**config.mk**
```make
export PLATFORM = sky130hd
export DESIGN_NAME = md5_unit_tracker
export DESIGN_NICKNAME = d
export VERILOG_FILES = /design/src/rtl/md5_unit_tracker_pkg.sv /design/src/rtl/md5_unit_tracker_slot.sv /design/src/rtl/md5_unit_tracker.sv
export SDC_FILE = /design/constraint.sdc
export NUM_CORES = 1
export LEC_CHECK = 0
export ABC_AREA = 1
export CORE_UTILIZATION = 25
export DETAILED_ROUTE_END_ITERATION = 10
export SYNTH_ARGS = -nofsm -noshare
export SYNTH_HDL_FRONTEND = slang
export SYNTH_SLANG_ARGS = --single-unit
```
**constraint.sdc**
```tcl
create_clock -name clk -period 2.45 [get_ports clk]
set_input_delay 0.735 -clock clk [delete_from_list [all_inputs] [get_ports clk]]
set_output_delay 0.735 -clock clk [all_outputs]
set_load 0.05 [all_outputs]
```
**src/rtl/md5_unit_tracker_pkg.sv**
```systemverilog
// Shared definitions for the MD5 unit tracker: per-unit state encodings and helpers.
// Encodings match the values the MD5 cores and control block expect.
package md5_unit_tracker_pkg;

    localparam int STATE_W = 2;

    localparam logic [STATE_W-1:0] ST_IDLE    = 2'd0;
    localparam logic [STATE_W-1:0] ST_RUN     = 2'd1;
    localparam logic [STATE_W-1:0] ST_DONE    = 2'd2;
    localparam logic [STATE_W-1:0] ST_TIMEOUT = 2'd3;

    // A unit parked in DONE or TIMEOUT waits for software to restart or reset it.
    function automatic logic is_final(input logic [STATE_W-1:0] st);
        return (st == ST_DONE) || (st == ST_TIMEOUT);
    endfunction

endpackage

```
**src/rtl/md5_unit_tracker_slot.sv**
```systemverilog
// One tracked MD5 core: per-unit FSM, RUN-cycle counter, done-edge detector and
// registered start/reset pulses toward the core.
module md5_unit_tracker_slot
    import md5_unit_tracker_pkg::*;
#(
    parameter int TIMEOUT_CYCLES = 1024,
    parameter int CNT_W          = $clog2(TIMEOUT_CYCLES)
) (
    input  logic clk,
    input  logic reset,
    input  logic ctl_start_i,
    input  logic ctl_reset_i,
    input  logic core_done_i,
    output logic core_start_o,
    output logic core_reset_o,
    output logic md5_done_o,
    output logic busy_o,
    output logic timeout_o,
    output logic enter_final_o
);

    localparam logic [CNT_W-1:0] CNT_LAST = CNT_W'(TIMEOUT_CYCLES - 1);

    logic [STATE_W-1:0] state_q, state_d;
    logic [CNT_W-1:0]   cnt_q, cnt_d;
    logic               done_q, done_d;
    logic               core_start_q, core_start_d;
    logic               core_reset_q;
    logic               done_edge;

    assign done_edge = core_done_i & ~done_q;

    always_comb begin
        // NOTE: every signal assigned here gets a default first, so no path can infer a latch.
        state_d      = state_q;
        cnt_d        = cnt_q;
        done_d       = core_done_i;
        core_start_d = 1'b0;

        if (ctl_reset_i) begin
            state_d = ST_IDLE;
            cnt_d   = '0;
            done_d  = 1'b0;
        end else begin
            case (state_q)
                ST_RUN: begin
                    // A start while running is ignored; done beats timeout on the last cycle.
                    if (done_edge) begin
                        state_d = ST_DONE;
                    end else if (cnt_q == CNT_LAST) begin
                        state_d = ST_TIMEOUT;
                    end else begin
                        cnt_d = cnt_q + CNT_W'(1);
                    end
                end
                default: begin
                    if (ctl_start_i) begin
                        state_d      = ST_RUN;
                        cnt_d        = '0;
                        core_start_d = 1'b1;
                    end
                end
            endcase
        end
    end

    assign enter_final_o = (state_q == ST_RUN) && is_final(state_d);

    // NOTE: sequential state uses non-blocking assignments so all registers update together.
    always_ff @(posedge clk) begin
        if (reset) begin
            state_q      <= ST_IDLE;
            cnt_q        <= '0;
            done_q       <= 1'b0;
            core_start_q <= 1'b0;
            core_reset_q <= 1'b0;
        end else begin
            state_q      <= state_d;
            cnt_q        <= cnt_d;
            done_q       <= done_d;
            core_start_q <= core_start_d;
            core_reset_q <= ctl_reset_i;
        end
    end

    assign core_start_o = core_start_q;
    assign core_reset_o = core_reset_q;
    assign md5_done_o   = (state_q == ST_DONE);
    assign busy_o       = (state_q == ST_RUN);
    assign timeout_o    = (state_q == ST_TIMEOUT);

endmodule

```
**src/rtl/md5_unit_tracker.sv**
```systemverilog
// Tracks an array of MD5 cores between the control register block and the cores,
// and raises a one-cycle interrupt whenever any unit finishes or times out.
module md5_unit_tracker
    import md5_unit_tracker_pkg::*;
#(
    parameter int NUM_UNITS      = 32,
    parameter int TIMEOUT_CYCLES = 1024
) (
    input  logic                 clk,
    input  logic                 reset,
    input  logic [NUM_UNITS-1:0] ctl_start,
    input  logic [NUM_UNITS-1:0] ctl_reset,
    input  logic [NUM_UNITS-1:0] core_done,
    output logic [NUM_UNITS-1:0] core_start,
    output logic [NUM_UNITS-1:0] core_reset,
    output logic [NUM_UNITS-1:0] md5_done,
    output logic [NUM_UNITS-1:0] busy,
    output logic [NUM_UNITS-1:0] timeout,
    output logic                 irq
);

    localparam int CNT_W = $clog2(TIMEOUT_CYCLES);

    logic [NUM_UNITS-1:0] enter_final;
    logic                 irq_q;

    for (genvar i = 0; i < NUM_UNITS; i++) begin : g_slot
        md5_unit_tracker_slot #(
            .TIMEOUT_CYCLES (TIMEOUT_CYCLES),
            .CNT_W          (CNT_W)
        ) u_slot (
            .clk           (clk),
            .reset         (reset),
            .ctl_start_i   (ctl_start[i]),
            .ctl_reset_i   (ctl_reset[i]),
            .core_done_i   (core_done[i]),
            .core_start_o  (core_start[i]),
            .core_reset_o  (core_reset[i]),
            .md5_done_o    (md5_done[i]),
            .busy_o        (busy[i]),
            .timeout_o     (timeout[i]),
            .enter_final_o (enter_final[i])
        );
    end

    always_ff @(posedge clk) begin
        if (reset) begin
            irq_q <= 1'b0;
        end else begin
            irq_q <= |enter_final;
        end
    end

    assign irq = irq_q;

endmodule

```
* After elaboration in Yosys (flattened, before gate mapping) *
Index checks and enable logic that the tools add are counted.

cells by class
  reduce and logical (&&, ||, !) cells = 193
  mux-type cells = 320
  bitwise gates (word level) = 64
  add/subtract/negate cells = 32
  eq/ne operators = 256

operators by type and width
  cell                   number
  $mux 10                128
  $add 10x1->10 const B  32
  $eq 10x10->1 const B   32
  $mux 2                 160
  $eq 2x2->1 const B     128
  $ne 2x2->1 const B     64
  $reduce_and 3->1       32
  $reduce_or 3->1        32
  $eq 2x1->1 const B     32
  $reduce_bool 2->1      32
  $reduce_or 2->1        32
  $and 1x1->1            32
  $logic_and 1x1->1      32
  $logic_or 1x1->1       32
  $mux 1                 32
  $not 1->1              32
  $reduce_or 32->1       1

storage, ports and cells
  flip-flop bits (word level) = 481
  logic and storage cells = 1026
  bits of input ports = 98
  output and inout bits = 161

* Logic depth before layout (Yosys ltp) *
  word-level depth = 9
  mapped depth = 13
  mapped depth without buffers = 13

* By module *
From an unflattened synthesis, not the netlist that was laid out.

second synthesis, totals
  cell total of the unflattened synthesis = 3457
  area, all modules = 24123.1 um^2

modules (own cells, without submodules)
  module                 area an instance (um^2)  cells an instance  seq. area each (um^2)  times used
  md5_unit_tracker_slot  749.5                    107                300.3                  32
  md5_unit_tracker       140.1                    33                 20.0                   1

* Worst setup path before layout *
Ideal clock, no wire load.

  kind = input to register
  start point = input reset
  end point = register g_slot[17].u_slot.cnt_q[4]
  path slack = 0.637 ns
  path buffers = 2
  arrival time = 1.748 ns
  setup time = 0.065 ns
  data required time = 2.385 ns
  stages on the path = 6
  cells stage by stage = buf_2 or2_2 buf_2 a21oi_1 o21ai_0 nor2_1

on the way
  word-level cells in the longest chain between the ends = 1

ends and longest elaborated chain
  element                           line                         text
  start, declared                   md5_unit_tracker.sv:10       input logic reset,
  $reduce_or 2->1 (no source line)  -
  end signal, assigned              md5_unit_tracker_slot.sv:79  cnt_q <= cnt_d;
  end, declared                     md5_unit_tracker_slot.sv:25  logic [CNT_W-1:0] cnt_q, cnt_d;

Every way passes these cells.
A chain may end at the register's enable or synchronous reset.

* Worst setup path in the final report *
  start point = register g_slot[11].u_slot.state_q[1]
  end point = output md5_done[11]

on the way
  word-level cells in the longest chain between the ends = 1

ends and longest elaborated chain
  element                 line                         text
  start, declared         md5_unit_tracker_slot.sv:24  logic [STATE_W-1:0] state_q, state_d;
  start signal, assigned  md5_unit_tracker_slot.sv:78  state_q <= state_d;
  $eq 2x2->1              md5_unit_tracker_slot.sv:88  assign md5_done_o = (state_q == ST_DONE);
  end, declared           md5_unit_tracker.sv:16       output logic [NUM_UNITS-1:0] md5_done,

Every way passes these cells.

==> qor.yml <==
critical_path:
  crit_path_top_delay_cell: "dfxtp_1"
  worstPathMaxFanout: 4
  end_kind: "output pin"
  cp_cell_sequence: "inv_1 -> nor2_1 -> clkdlybuf4s18_2"
  cp.required_ns: 1.71
  critical_path_class: "reg2out"
  startpoint: "g_slot[11].u_slot.state_q[1]$_SDFF_PP0_"
  worst_setup_path_start_kind: "flip-flop"
  crit_path_max_incr_delay_ns: 0.39
  cp.arrival_ns: 1.60
  r2r-start: "g_slot[2].u_slot.cnt_q[0]$_SDFFE_PP0P_"
power_and_ir_drop:
  p_leak_nw: 11.8
  switchingPower_mw: 4.77
  sequentialPowerShare_pct: 43.3
  combPwrFrac_pct: 8.8
  cell_internal_pwr_mw: 13.8
  max-vdd-ir-drop_uv: 492
  total_power_mw: 18.6
  p_per_area_mw_per_mm2: 633
  clockPowerShare_pct: 48.0
  swShare_pct: 25.7
routing:
  drt_iter0_drc: 960
  detail-route-antenna-nets: 0
  finalWirelength_mm: 56.6
  vias: 21200
  post_drt_wl_per_cell_um: 11.2
  viasPerCell: 4.19
  route.detailed.drc: 0
  firstDrtPassIters: 5
synthesis:
  syn_area_per_cell_sq_um: 6.83
  syn_area_sq_mm: 0.0239
  ys_seq_area_share_pct: 40.3
  synthArstFlopShare_pct: 0
  synthFlopType: "dfxtp_1"
  synth_largest_area_cell: "dfxtp_1"
  ys_ff_latch: 481
  synth.area.top_cells: "dfxtp_1, nand2_1, nor2_1"
  netlist_instances: 3501
  syn-num-nets: 3631
  synth.distinct_cells: 46
  synth_edf_count: 0
  yosys_warnings: 0
  yosys.area.top_type_share_pct: 40.3
die:
  die_x_um: 311
  dieArea_sq_mm: 0.0969
  pin_count: 259
  initial_core_util_pct: 25.2
  die_h_um: 311
  rows: 113
  core_area_sq_mm: 0.0949
grt:
  antenna_found_initial: 5
  grt_overflow: 0
  track_usage_pct: 11.5
  grt_pass1_wl_mm: 93.6
  grt_pass1_vias: 19500
  grt_max_degree: 18
sta:
  fin_tns_setup_ns: 0
  fin_crit_sh_pct: 95.4
  period_needed_ns: 2.34
  finalSetupViolCount: 0
  rsz0062_at_grt: "no"
  finClkSkew_ns: 0.0213
  fmax_mhz: 428
  finalHoldViolations: 0
  holdWs_ns: 0.439
  tightest_slew_ns: 0.670
  relSlewSlack_pct: 54.9
  drv_slew: 0
clocking:
  h-tree-depth: 2
  clkLatencyLatePin_ns: 0.66
  cts.sinks: 481
  cts_made_buffers: 58
  cts_tree: "yes"
  postCtsSetupBuffers: 0
  clockRootBuffer: "clkbuf_16"
  clockBufferDepth: 3
  postCtsHoldBufs: 0
  cts.reportedPaths.clkPinSlew_ns: 0.06
layout:
  drive_gt1_share_pct: 11.8
  syn_to_final_growth_pct: 22.7
  fin_area_sq_mm: 0.0293
  fin_cells: 5054
  fin_nets: 3869
place:
  port-buffer-count: 258
  dp.cells: 4944
  gp_congestion: 0.840
  place_area_sq_mm: 0.0274
  hpwl_mm: 43.0
min_path:
  hold_class: "reg2reg"
  hp-start: "g_slot[3].u_slot.cnt_q[6]$_SDFFE_PP0P_"
job:
  drv_cap: 0
outcome:
  status: "finished clean"
-- what timing repair did --
item | CTS | global route
pin swaps | 0 | 0
endpoints found under the setup margin | 101 | 9
endpoints found under the hold margin | 0 | 0
gates cloned | 0 | 0
gates resized for setup | 170 | 10
-- logic make-up (layout without fill, tap and decap cells) --
family	count (synthesis)	after routing	synth area share, %
AOI/OAI and AO/OA	474	474	10.6
adders and majority gates	32	32	1.68
DFF	481	481	40.3
buffers and inverters	697	984	13.5
and+or+nand+nor	1771	1771	32.3
xor gates and xnor gates	46	46	1.69
other	0	1	0
-- cells in the mapped netlist (11+ instances only) --
library cell    n
ha_1           32
buf_4         160
nand3_2        11
nand4_1        34
a211oi_1       16
a21oi_1       312
nor2_1        596
nand3_1       134
nand2_4        11
xor2_1         42
nor3_1        140
nand2_2        34
dfxtp_1       481
inv_2          18
inv_1         495
nor4_1         13
nor2_2         28
nand2_1       725
o21ai_0       101
nor2_4         25
-- routing by layer --
layer	global-route usage, %	routed length (um)
met1	14.8	27300
met2	18.8	25100
met3	3.01	3090
met4	3.38	1070
met5	0	59
-- final timing paths --
kind	to	slack, ns	cells past startpoint
setup reg to reg	irq$_SDFF_PP0_	0.51	11
setup / recovery	md5_done[11]	0.11	3
hold / removal	g_slot[3].u_slot.cnt_q[6]$_SDFFE_PP0P_	0.44	2
hold reg to reg	g_slot[3].u_slot.cnt_q[6]$_SDFFE_PP0P_	0.44	2
-- registers in the layout, indices dropped and copies added, names as in the netlist --
name                        count
g_slot.u_slot.state_q          64
g_slot.u_slot.done_q           32
g_slot.u_slot.core_start_o     32
irq                             1
g_slot.u_slot.cnt_q           320
g_slot.u_slot.core_reset_o     32
-- metrics by stage --
step | setup WS, ns | util (%)
6_report | 0.112 | 30.9
5_1_grt | 0.00235 | 30.9
4_1_cts | 0.000516 | 30.9
3_5_place_dp | -0.0937 | 28.9
3_3_place_gp | -0.0912 | 28.9
2_1_floorplan | 0.637 | -
-- power by group through the flow --
| stage | combinational (mW) | sequential [mW] | clock [mW] |
|---|---|---|---|
| floorplan | 1.08 | 8.19 | 0 |
| global placement | 1.67 | 8.20 | 0 |
| detailed placement | 1.67 | 8.20 | 0 |
| CTS | 1.64 | 8.03 | 9.31 |
| global route | 1.78 | 8.04 | 9.61 |
| finish | 1.62 | 8.03 | 8.91 |
-- worst max-delay path: cells and delay by family (launching register included) --
family	cells	cell delay [ns]
flip-flops	1	0.39
AND/OR/NAND/NOR	1	0.11
buffers and inverters	2	0.45
-- placed cells by master, fill, tap and decap left out, types with 15 or more instances in the layout --
cell             count
a211oi_1            16
a21oi_1            312
buf_4              155
clkbuf_1            15
clkbuf_16           58
clkdlybuf4s15_2     31
clkdlybuf4s50_1     96
dfxtp_1            481
dlygate4sd2_1       61
ha_1                32
inv_1              493
inv_2               20
nand2_1            725
nand2_2             34
nand3_1            134
nand4_1             34
nor2_1             594
nor2_2              30
nor2_4              25
nor3_1             140
o21ai_0            101
xor2_1              42
-- cell type report --
| cell class | instances | area [sq um] |
|---|---|---|
| well taps | 1265 | 1580 |
| inverters | 521 | 1960 |
| clock buffers | 81 | 1620 |
| multi-input cells | 2323 | 11100 |
| fillers | 10300 | 65500 |
| flip-flops and latches | 481 | 9630 |
| clock inverters | 28 | 372 |
| diodes | 1 | 2.50 |
| repair buffers | 354 | 3120 |
Note: power is estimated with default switching activity, not from simulation.
